**config.mk**
```make
export PLATFORM = sky130hd
export DESIGN_NAME = univ_shift_reg
export DESIGN_NICKNAME = d
export VERILOG_FILES = /design/src/rtl/usr_pkg.sv /design/src/rtl/usr_step.sv /design/src/rtl/univ_shift_reg.sv
export SDC_FILE = /design/constraint.sdc
export NUM_CORES = 1
export LEC_CHECK = 0
export CORE_UTILIZATION = 44
export DETAILED_ROUTE_END_ITERATION = 8
export PLACE_DENSITY = 0.84
export SYNTH_ARGS = -nofsm -noshare
export SYNTH_HDL_FRONTEND = slang
export SYNTH_SLANG_ARGS = --single-unit
```
**constraint.sdc**
```tcl
create_clock -name clk -period 1.5 [get_ports clk]
set_input_delay 0.3 -clock clk [delete_from_list [all_inputs] [get_ports clk]]
set_output_delay 0.3 -clock clk [all_outputs]
set_load 0.01 [all_outputs]
```
**src/rtl/usr_pkg.sv**
```systemverilog
// Shared types for the universal shift register: operation codes and
// burst-engine FSM states.
package usr_pkg;

    // Operation codes; the encoding is visible on the mode input.
    typedef enum logic [2:0] {
        MODE_HOLD = 3'b000,
        MODE_SHR  = 3'b001,
        MODE_SHL  = 3'b010,
        MODE_ROR  = 3'b011,
        MODE_ROL  = 3'b100,
        MODE_LOAD = 3'b101,
        MODE_ASR  = 3'b110,
        MODE_CLR  = 3'b111
    } usr_mode_e;

    // Burst engine states.
    typedef enum logic [1:0] {
        ST_IDLE = 2'b00,
        ST_RUN  = 2'b01,
        ST_DONE = 2'b10
    } usr_state_e;

    // LOAD and CLR always execute exactly once, whatever count says.
    function automatic logic mode_is_single(input usr_mode_e m);
        return (m == MODE_LOAD) || (m == MODE_CLR);
    endfunction

endpackage

```
**src/rtl/usr_step.sv**
```systemverilog
// One operation step of the universal shift register (purely combinational).
// Ports:
//   q_i       current register contents
//   si_i      serial input bit
//   mode_i    operation code
//   pdin_i    captured parallel load data
//   q_nxt_o   register contents after the operation
//   so_nxt_o  new serial-out value (meaningful when so_upd_o is high)
//   so_upd_o  high when the operation changes so
module usr_step
    import usr_pkg::*;
#(
    parameter int WIDTH = 6
) (
    input  logic [WIDTH-1:0] q_i,
    input  logic             si_i,
    input  usr_mode_e        mode_i,
    input  logic [WIDTH-1:0] pdin_i,
    output logic [WIDTH-1:0] q_nxt_o,
    output logic             so_nxt_o,
    output logic             so_upd_o
);

    // Select the result of the requested operation.
    always_comb begin
        q_nxt_o  = q_i;
        so_nxt_o = 1'b0;
        so_upd_o = 1'b0;
        case (mode_i)
            MODE_HOLD: begin
                q_nxt_o = q_i;
            end
            MODE_SHR: begin
                q_nxt_o  = {si_i, q_i[WIDTH-1:1]};
                so_nxt_o = q_i[0];
                so_upd_o = 1'b1;
            end
            MODE_SHL: begin
                q_nxt_o  = {q_i[WIDTH-2:0], si_i};
                so_nxt_o = q_i[WIDTH-1];
                so_upd_o = 1'b1;
            end
            MODE_ROR: begin
                q_nxt_o  = {q_i[0], q_i[WIDTH-1:1]};
                so_nxt_o = q_i[0];
                so_upd_o = 1'b1;
            end
            MODE_ROL: begin
                q_nxt_o  = {q_i[WIDTH-2:0], q_i[WIDTH-1]};
                so_nxt_o = q_i[WIDTH-1];
                so_upd_o = 1'b1;
            end
            MODE_LOAD: begin
                q_nxt_o = pdin_i;
            end
            MODE_ASR: begin
                // Sign bit is replicated into the vacated MSB.
                q_nxt_o  = {q_i[WIDTH-1], q_i[WIDTH-1:1]};
                so_nxt_o = q_i[0];
                so_upd_o = 1'b1;
            end
            MODE_CLR: begin
                q_nxt_o  = {WIDTH{1'b0}};
                so_nxt_o = 1'b0;
                so_upd_o = 1'b1;
            end
            default: begin
                q_nxt_o = q_i;
            end
        endcase
    end

endmodule

```
**src/rtl/univ_shift_reg.sv**
```systemverilog
// Universal shift register with a burst engine: one start pulse runs
// 'count' operations of the captured mode, then pulses done.
// Ports:
//   clk    rising-edge clock
//   reset  asynchronous active-high reset
//   start  burst request, sampled only when idle
//   mode   operation code, captured with start
//   count  number of operations, captured with start
//   si     serial input, sampled on every operation edge
//   pdin   parallel load data, captured with start
//   q      register contents (registered)
//   so     last bit shifted/rotated out (registered)
//   busy   high while the burst runs
//   done   one-cycle completion pulse
module univ_shift_reg
    import usr_pkg::*;
#(
    parameter int WIDTH = 6,
    parameter int CNT_W = 4
) (
    input  logic             clk,
    input  logic             reset,
    input  logic             start,
    input  logic [2:0]       mode,
    input  logic [CNT_W-1:0] count,
    input  logic             si,
    input  logic [WIDTH-1:0] pdin,
    output logic [WIDTH-1:0] q,
    output logic             so,
    output logic             busy,
    output logic             done
);

    localparam logic [CNT_W-1:0] REM_ONE  = CNT_W'(1);
    localparam logic [CNT_W-1:0] REM_ZERO = CNT_W'(0);

    usr_state_e       state_q, state_d;
    usr_mode_e        mode_q,  mode_d;
    logic [WIDTH-1:0] pdin_q,  pdin_d;
    logic [CNT_W-1:0] rem_q,   rem_d;
    logic [WIDTH-1:0] q_q,     q_d;
    logic             so_q,    so_d;
    logic             busy_q,  busy_d;
    logic             done_q,  done_d;

    logic [WIDTH-1:0] step_q_s;
    logic             step_so_s;
    logic             step_upd_s;

    usr_step #(.WIDTH(WIDTH)) u_step (
        .q_i      (q_q),
        .si_i     (si),
        .mode_i   (mode_q),
        .pdin_i   (pdin_q),
        .q_nxt_o  (step_q_s),
        .so_nxt_o (step_so_s),
        .so_upd_o (step_upd_s)
    );

    // Burst FSM next state, capture of the request and datapath update.
    always_comb begin
        state_d = state_q;
        mode_d  = mode_q;
        pdin_d  = pdin_q;
        rem_d   = rem_q;
        q_d     = q_q;
        so_d    = so_q;
        case (state_q)
            ST_IDLE: begin
                if (start) begin
                    mode_d = usr_mode_e'(mode);
                    pdin_d = pdin;
                    if (mode_is_single(usr_mode_e'(mode))) begin
                        rem_d   = REM_ONE;
                        state_d = ST_RUN;
                    end else if (count == REM_ZERO) begin
                        // Empty burst: nothing to do, just acknowledge.
                        rem_d   = count;
                        state_d = ST_DONE;
                    end else begin
                        rem_d   = count;
                        state_d = ST_RUN;
                    end
                end else begin
                    state_d = ST_IDLE;
                end
            end
            ST_RUN: begin
                q_d   = step_q_s;
                rem_d = rem_q - REM_ONE;
                if (step_upd_s) begin
                    so_d = step_so_s;
                end else begin
                    so_d = so_q;
                end
                if (rem_q == REM_ONE) begin
                    state_d = ST_DONE;
                end else begin
                    state_d = ST_RUN;
                end
            end
            ST_DONE: begin
                state_d = ST_IDLE;
            end
            default: begin
                state_d = ST_IDLE;
            end
        endcase
        // Status flags are registered copies of the state being entered.
        busy_d = (state_d == ST_RUN);
        done_d = (state_d == ST_DONE);
    end

    // State, captured request and output registers.
    always_ff @(posedge clk or posedge reset) begin
        if (reset) begin
            state_q <= ST_IDLE;
            mode_q  <= MODE_HOLD;
            pdin_q  <= {WIDTH{1'b0}};
            rem_q   <= REM_ZERO;
            q_q     <= {WIDTH{1'b0}};
            so_q    <= 1'b0;
            busy_q  <= 1'b0;
            done_q  <= 1'b0;
        end else begin
            state_q <= state_d;
            mode_q  <= mode_d;
            pdin_q  <= pdin_d;
            rem_q   <= rem_d;
            q_q     <= q_d;
            so_q    <= so_d;
            busy_q  <= busy_d;
            done_q  <= done_d;
        end
    end

    assign q    = q_q;
    assign so   = so_q;
    assign busy = busy_q;
    assign done = done_q;

endmodule

```
==> run summary, run 1 <==
Clk buf depth: 2
Crit path kind: flip-flop to flip-flop
Pint: 2.25 mW
CP Launch Type: flip-flop
Multi-input logic area: 666 um^2
List of most frequent post-synthesis cells: 24 x dfrtp_1, 15 x a21oi_1, 13 x nor2_1
CORE AREA: 2810 um^2
Synth Net Count: 153
Total grt overflow: 0
Sequential fraction of the synthesis area: 0.456
Reg2Reg Depth: 4
RR Endpoint: rem_q[3]$_DFFE_PP0P_
Die height: 56.7 um
Cell count after synthesis: 134
Layout Cells excl Fill: 210
Largest net degree at the start of global routing: 25
DR iter-0 viols: 54
Worst-path maximum fanout: 2
Mux cell area share after synthesis: 0.0931
Fin nets: 200
Setup-failing EPs final: 0
Finished Core Util: 0.637
Share of post-route cells with drive strength above 1: 0.240
Period minus WS final: 1460 ps
Syn-to-layout area delta: 35.7%
CTS tree: yes
Root Buffer Master: clkbuf_4
Post-DP HPWL: 2160 um
Post-Place Cells: 199
Simple-gate portion of the synthesized area: 0.153
Diode count: 0
Worst min path class: input pin to async pin
Comb pwr share: 0.598
Largest family of logic cells by synthesized area: compound AO/OA/AOI/OAI gates
First-pass GRT wire length: 4860 um
Hold buffers post-CTS: 0
Psw: 1.43 mW
Post-synthesis async set-or-reset flop share: 1.00
Top cell type's share of synthesized area: 0.456
CP required: 1720 ps
Drt wl/cell: 14.0 um
Initial Utilization: 0.470
Leak pwr: 0.789 nW
H-tree Lvls: 1
Maximum VDD drop: 879 uV
Violated checks: DRC
Syn. warnings: 0
Fmax: 0.684 GHz
Slew @ Worst Pin: 451 ps
Power per standard cell area: 2060 nW/um^2
Cell variety after synth: 35
Final Cycle Share: 0.974
Clk_lat worst skew: 310 ps
Mapped cell area: 1320 um^2
Adder-cell area share of the yosys netlist: 0.0418
Global-route usage over all layers: 0.197
Drt pass-1 iters: 6
Sequential Power Share: 0.326
Endpoint class of the critical path: flip-flop
WP data arrival: 1680 ps
PortBufs: 25
Main synth FF type: dfrtp_1
CTS buffer count: 3
Final ANT Viol Nets: 0
DR vias/cell: 5.77
Final routed DRC violation total: 4
R2R Setup Slk: 40 ps
Synth top area cells: dfrtp_1 46%, mux2_2 8.5%, a21oi_1 5.7%
Most frequent cell after synthesis: dfrtp_1
Mean Syn Cell Area: 9.83 um^2
Number of synthesized flops with an enable pin: 0
Final hold slack: 309 ps
Reg2reg start: rem_q[2]$_DFFE_PP0P_
Slew Viols, Final: 0
Status: complete, but fails checks
# clock sinks: 24
Slew headroom: 0.699
RePlAce Congestion: 0.828
Final Hold Viols: 0
Ports: 26
Worst-path clk slew: 120 ps
Xor/xnor share of the synthesized area: 0.00665
Row cnt: 19
Fillers: 236
Routed vias: 1212
Max Cap Viol: 0
Yosys top cell by area: dfrtp_1
Vias in the first global route: 1103
Sw frac: 0.388
Compound-Gate Fraction of Synth Area: 0.206
Setup Skew: 1.81 ps
Die area: 3220 um^2
Drt total wl: 2930 um
Register area: 603 um^2
Initial antenna violation count: 0
Synthesized flop and latch total: 24
Die X-Extent: 56.7 um
Clock Power Share: 0.076
stage by stage:
| step | worst slack [ps] | instance area, um^2 | TNS (ps) | power (mW) |
|---|---|---|---|---|
| 5_1_grt | -9.24 | 1790 | -9.24 | 3.98 |
| 3_3_place_gp | -144 | 1700 | -1680 | 3.23 |
| 6_report | 38.6 | 1790 | 0 | 3.68 |
| 2_1_floorplan | 57.0 | 1320 | 0 | 2.59 |
| 4_1_cts | 13.3 | 1760 | 0 | 3.65 |
| 3_5_place_dp | -197 | 1700 | -2270 | 3.32 |
kinds of logic (layout without fill, tap and decap cells):
kind of cell               Yosys count  count (layout)
buffers and inverters               14              59
muxes                               11              11
and+or+nand+nor                     40              40
AOI/OAI and AO/OA                   39              39
adders and majority gates            5               5
xor gates and xnor gates             1               1
DFF                                 24              24
worst max-delay path: stages, from the launching register on:
cell and delay, ps:
dfrtp_1 420, or4b_4 550, nor2_2 140, nor2_1 60, o22a_1 190
sequential cells by signal, summed over array words and instances, names as in the netlist:
name,cells
pdin_q,6
so,1
rem_q,4
state_q,2
q,6
busy,1
mode_q,3
done,1
cell type report:
| class | instances | share of cell area |
|---|---|---|
| clock buffer | 3 | 0.0126 |
| inverter | 8 | 0.0168 |
| multi-input combinational | 96 | 0.372 |
| sequential | 24 | 0.337 |
| tap | 31 | 0.0217 |
| timing repair buffer | 48 | 0.239 |
power by group through the flow:
| stage | Sequential [mW] | Clock, mW | Combinational, mW |
|---|---|---|---|
| global placement | 1.25 | 0 | 1.98 |
| global route | 1.24 | 0.313 | 2.43 |
| detailed placement | 1.27 | 0 | 2.05 |
| finish | 1.20 | 0.280 | 2.20 |
| CTS | 1.20 | 0.291 | 2.16 |
| floorplan | 1.25 | 0 | 1.34 |
routing by layer:
layer,track usage,wire [um]
met5,0,0
met4,0.0857,59
met3,0.0276,105
met2,0.347,1570
met1,0.238,1200
layout by cell type (no fill, tap or decap), types with 2 or more instances in the layout:
cell / instances
a21oi_1: 15
a32o_1: 4
buf_4: 22
clkbuf_4: 3
clkdlybuf4s50_1: 16
dfrtp_1: 22
dfrtp_2: 2
dlygate4sd2_1: 8
ha_1: 2
inv_1: 8
maj3_1: 3
mux2_2: 10
nand2_1: 9
nand2b_1: 4
nor2_1: 12
nor2_2: 2
nor2b_1: 5
o21ai_0: 4
o31ai_1: 2
o32a_1: 5
o32ai_1: 2
or2_2: 2
repair_timing:
action | 4_1_cts | 5_1_grt
pin swaps | 0 | 1
resized for setup | 9 | 4
buffers inserted | 6 | 2
setup endpoints to repair | 9 | 7
how the worst max path moves through the flow:
stage,startpoint,to,cells after the start
after floorplan,state_q[0]$_DFF_PP0_,mode_q[0]$_DFFE_PP0P_,3
after global placement,start,pdin_q[5]$_DFFE_PP0P_,5
after detailed placement,start,mode_q[0]$_DFFE_PP0P_,5
after CTS,busy$_DFF_PP0_,busy,1
after global routing,rem_q[2]$_DFFE_PP0P_,rem_q[3]$_DFFE_PP0P_,4
final,rem_q[2]$_DFFE_PP0P_,rem_q[3]$_DFFE_PP0P_,4
Note: power is estimated with default switching activity, not from simulation.
==> inputs of run 2 (changes only) <==
--- a/config.mk
+++ b/config.mk
@@ -5,7 +5,9 @@
 export SDC_FILE = /design/constraint.sdc
 export NUM_CORES = 1
 export LEC_CHECK = 0
+export ABC_CLOCK_PERIOD_IN_PS = 1500
 export CORE_UTILIZATION = 44
+export CTS_CLUSTER_DIAMETER = 150
 export DETAILED_ROUTE_END_ITERATION = 8
 export PLACE_DENSITY = 0.84
 export SYNTH_ARGS = -nofsm -noshare
==> results of run 2 <==
Same layout as run 1: the final DEF is identical, and so are final timing and power.
==> inputs of run 3 (changes only) <==
--- a/config.mk
+++ b/config.mk
@@ -9,7 +9,7 @@
 export CORE_UTILIZATION = 44
 export CTS_CLUSTER_DIAMETER = 150
 export DETAILED_ROUTE_END_ITERATION = 8
-export PLACE_DENSITY = 0.84
+export PLACE_DENSITY_LB_ADDON = 0.05
 export SYNTH_ARGS = -nofsm -noshare
 export SYNTH_HDL_FRONTEND = slang
 export SYNTH_SLANG_ARGS = --single-unit
==> run summary, run 3 (same netlist as run 1, synthesis figures left out) <==
RR Endpoint: q[3]$_DFFE_PP0P_
Commonest non-fill, non-tap cell in the layout: buf_4
Largest net degree at the start of global routing: 25
Ports: 26
Die X-Extent: 56.7 um
Root Buffer Master: clkbuf_4
Post-DP HPWL: 2280 um
Maximum VDD drop: 1060 uV
Most frequent cells in the layout: 25 x buf_4, 24 x dfrtp_1, 16 x clkdlybuf4s50_1, 15 x a21oi_1, 13 x nor2_1
CP Launch Type: flip-flop
Drt wl/cell: 14.6 um
Setup Skew: 1.81 ps
Crit-path cells: nor2b_1 -> a32o_1 -> o32a_1
Fin area: 1800 um^2
# clock sinks: 24
DR vias/cell: 5.66
Critical Path Stages: 3
Slew headroom: 0.734
Endpoint class of the critical path: flip-flop
RSZ-0062 raised after global routing: false
End of the critical path: q[3]$_DFFE_PP0P_
Final Cycle Share: 0.967
Initial antenna violation count: 0
Power per standard cell area: 2120 nW/um^2
CORE AREA: 2810 um^2
Worst-path maximum fanout: 10
Crit path kind: flip-flop to flip-flop
Placed Area: 1720 um^2
Multi-input logic area: 667 um^2
Register area: 601 um^2
Reg2Reg Depth: 3
Clk buf depth: 2
PortBufs: 25
Slew @ Worst Pin: 399 ps
Die height: 56.7 um
Fin nets: 202
Worst min path class: input pin to async pin
DR iter-0 viols: 35
H-tree Lvls: 1
CTS buffer count: 3
Total grt overflow: 0
Fillers: 250
Row cnt: 19
Syn-to-layout area delta: 36.8%
Final routed DRC violation total: 6
Clk_lat worst skew: 320 ps
Max stage delay cell, worst path: dfrtp_1
Share of post-route cells with drive strength above 1: 0.236
Vias in the first global route: 1140
CP required: 1720 ps
Final ANT Viol Nets: 0
Reg2reg start: mode_q[2]$_DFFE_PP0P_
Fmax: 0.689 GHz
CP bufs+invs: 0
Delay of the slowest critical-path stage: 530 ps
CP Launch Point: mode_q[2]$_DFFE_PP0P_
Initial Utilization: 0.470
R2R Setup Slk: 50 ps
Setup-failing EPs final: 0
Status: complete, but fails checks
Drt total wl: 3110 um
Leak pwr: 0.810 nW
First-pass GRT wire length: 5390 um
Drt pass-1 iters: 6
Die area: 3220 um^2
Max Cap Viol: 0
WP data arrival: 1670 ps
Diode count: 0
Global-route usage over all layers: 0.219
Final Hold Viols: 0
Hold buffers post-CTS: 0
Slew Viols, Final: 0
Worst-path clk slew: 130 ps
Violated checks: DRC
CTS tree: yes
Final setup TNS: 0 ps
Period minus WS final: 1450 ps
Worst path top cell family by delay: compound AO/OA/AOI/OAI gates
Routed vias: 1206
RePlAce Congestion: 0.945
## run 3: cell count changes in the layout (fill, tap and decap cells not counted)
cell      delta
buf_4        +3
clkbuf_8     +1
buf_12       -1
dfrtp_2      -2
or4b_4       -1
or4b_1       +1
nor2_1       +1
nor2_2       -1
dfrtp_1      +2
xnor2_2      +1
xnor2_1      -1
## run 3: stage by stage
stage	util	hold slack [ps]	power [mW]	instances	setup WS, ps
floorplan	-	315	2.59	134	57.0
global route	0.643	375	4.13	213	10.5
detailed placement	0.614	488	3.41	203	-112
CTS	0.639	309	3.82	213	2.27
finish	0.643	302	3.83	213	49.5
global placement	0.614	495	3.34	203	-85.6
## run 3: worst min path at each step
| stage | from | end | cells after the start |
|---|---|---|---|
| 6_report | reset | pdin_q[1]$_DFFE_PP0P_ | 3 |
| 3_5_place_dp | so$_DFFE_PP0P_ | so$_DFFE_PP0P_ | 1 |
| 4_1_cts | reset | pdin_q[3]$_DFFE_PP0P_ | 3 |
| 5_1_grt | reset | pdin_q[3]$_DFFE_PP0P_ | 3 |
| 2_1_floorplan | reset | busy$_DFF_PP0_ | 1 |
| 3_3_place_gp | so$_DFFE_PP0P_ | so$_DFFE_PP0P_ | 1 |
## run 3: layer usage
metal  vias up  wire length, um  global-route usage
met5         -                0                   0
met4         0               61              0.0964
met3         8              108              0.0300
met2        29             1560               0.371
met1       586             1370               0.279
li1        583                -                   -
## run 3: report_power, final
part | leakage [nW] | internal (mW) | switching (mW) | total, mW
Sequential | 0.282 | 0.971 | 0.218 | 1.19
Clock | 0.0210 | 0.149 | 0.199 | 0.348
Combinational | 0.507 | 1.22 | 1.07 | 2.29
Total | 0.810 | 2.34 | 1.49 | 3.83
## run 3: layout make-up
cell class                      instances  area share
Clock buffer                            4      0.0201
Inverter                                8      0.0167
Multi-Input combinational cell         96       0.370
Sequential cell                        24       0.333
Tap cell                               31      0.0215
Timing Repair Buffer                   50       0.239
## run 3: what timing repair did
item                       in CTS  in global routing
buffers inserted                6                  0
setup endpoints to repair       8                  4
resized for setup               8                  2
## run 3: worst min-delay path: stages
cell and delay [ps]:
clkdlybuf4s50_1 390, inv_1 50, buf_4 290
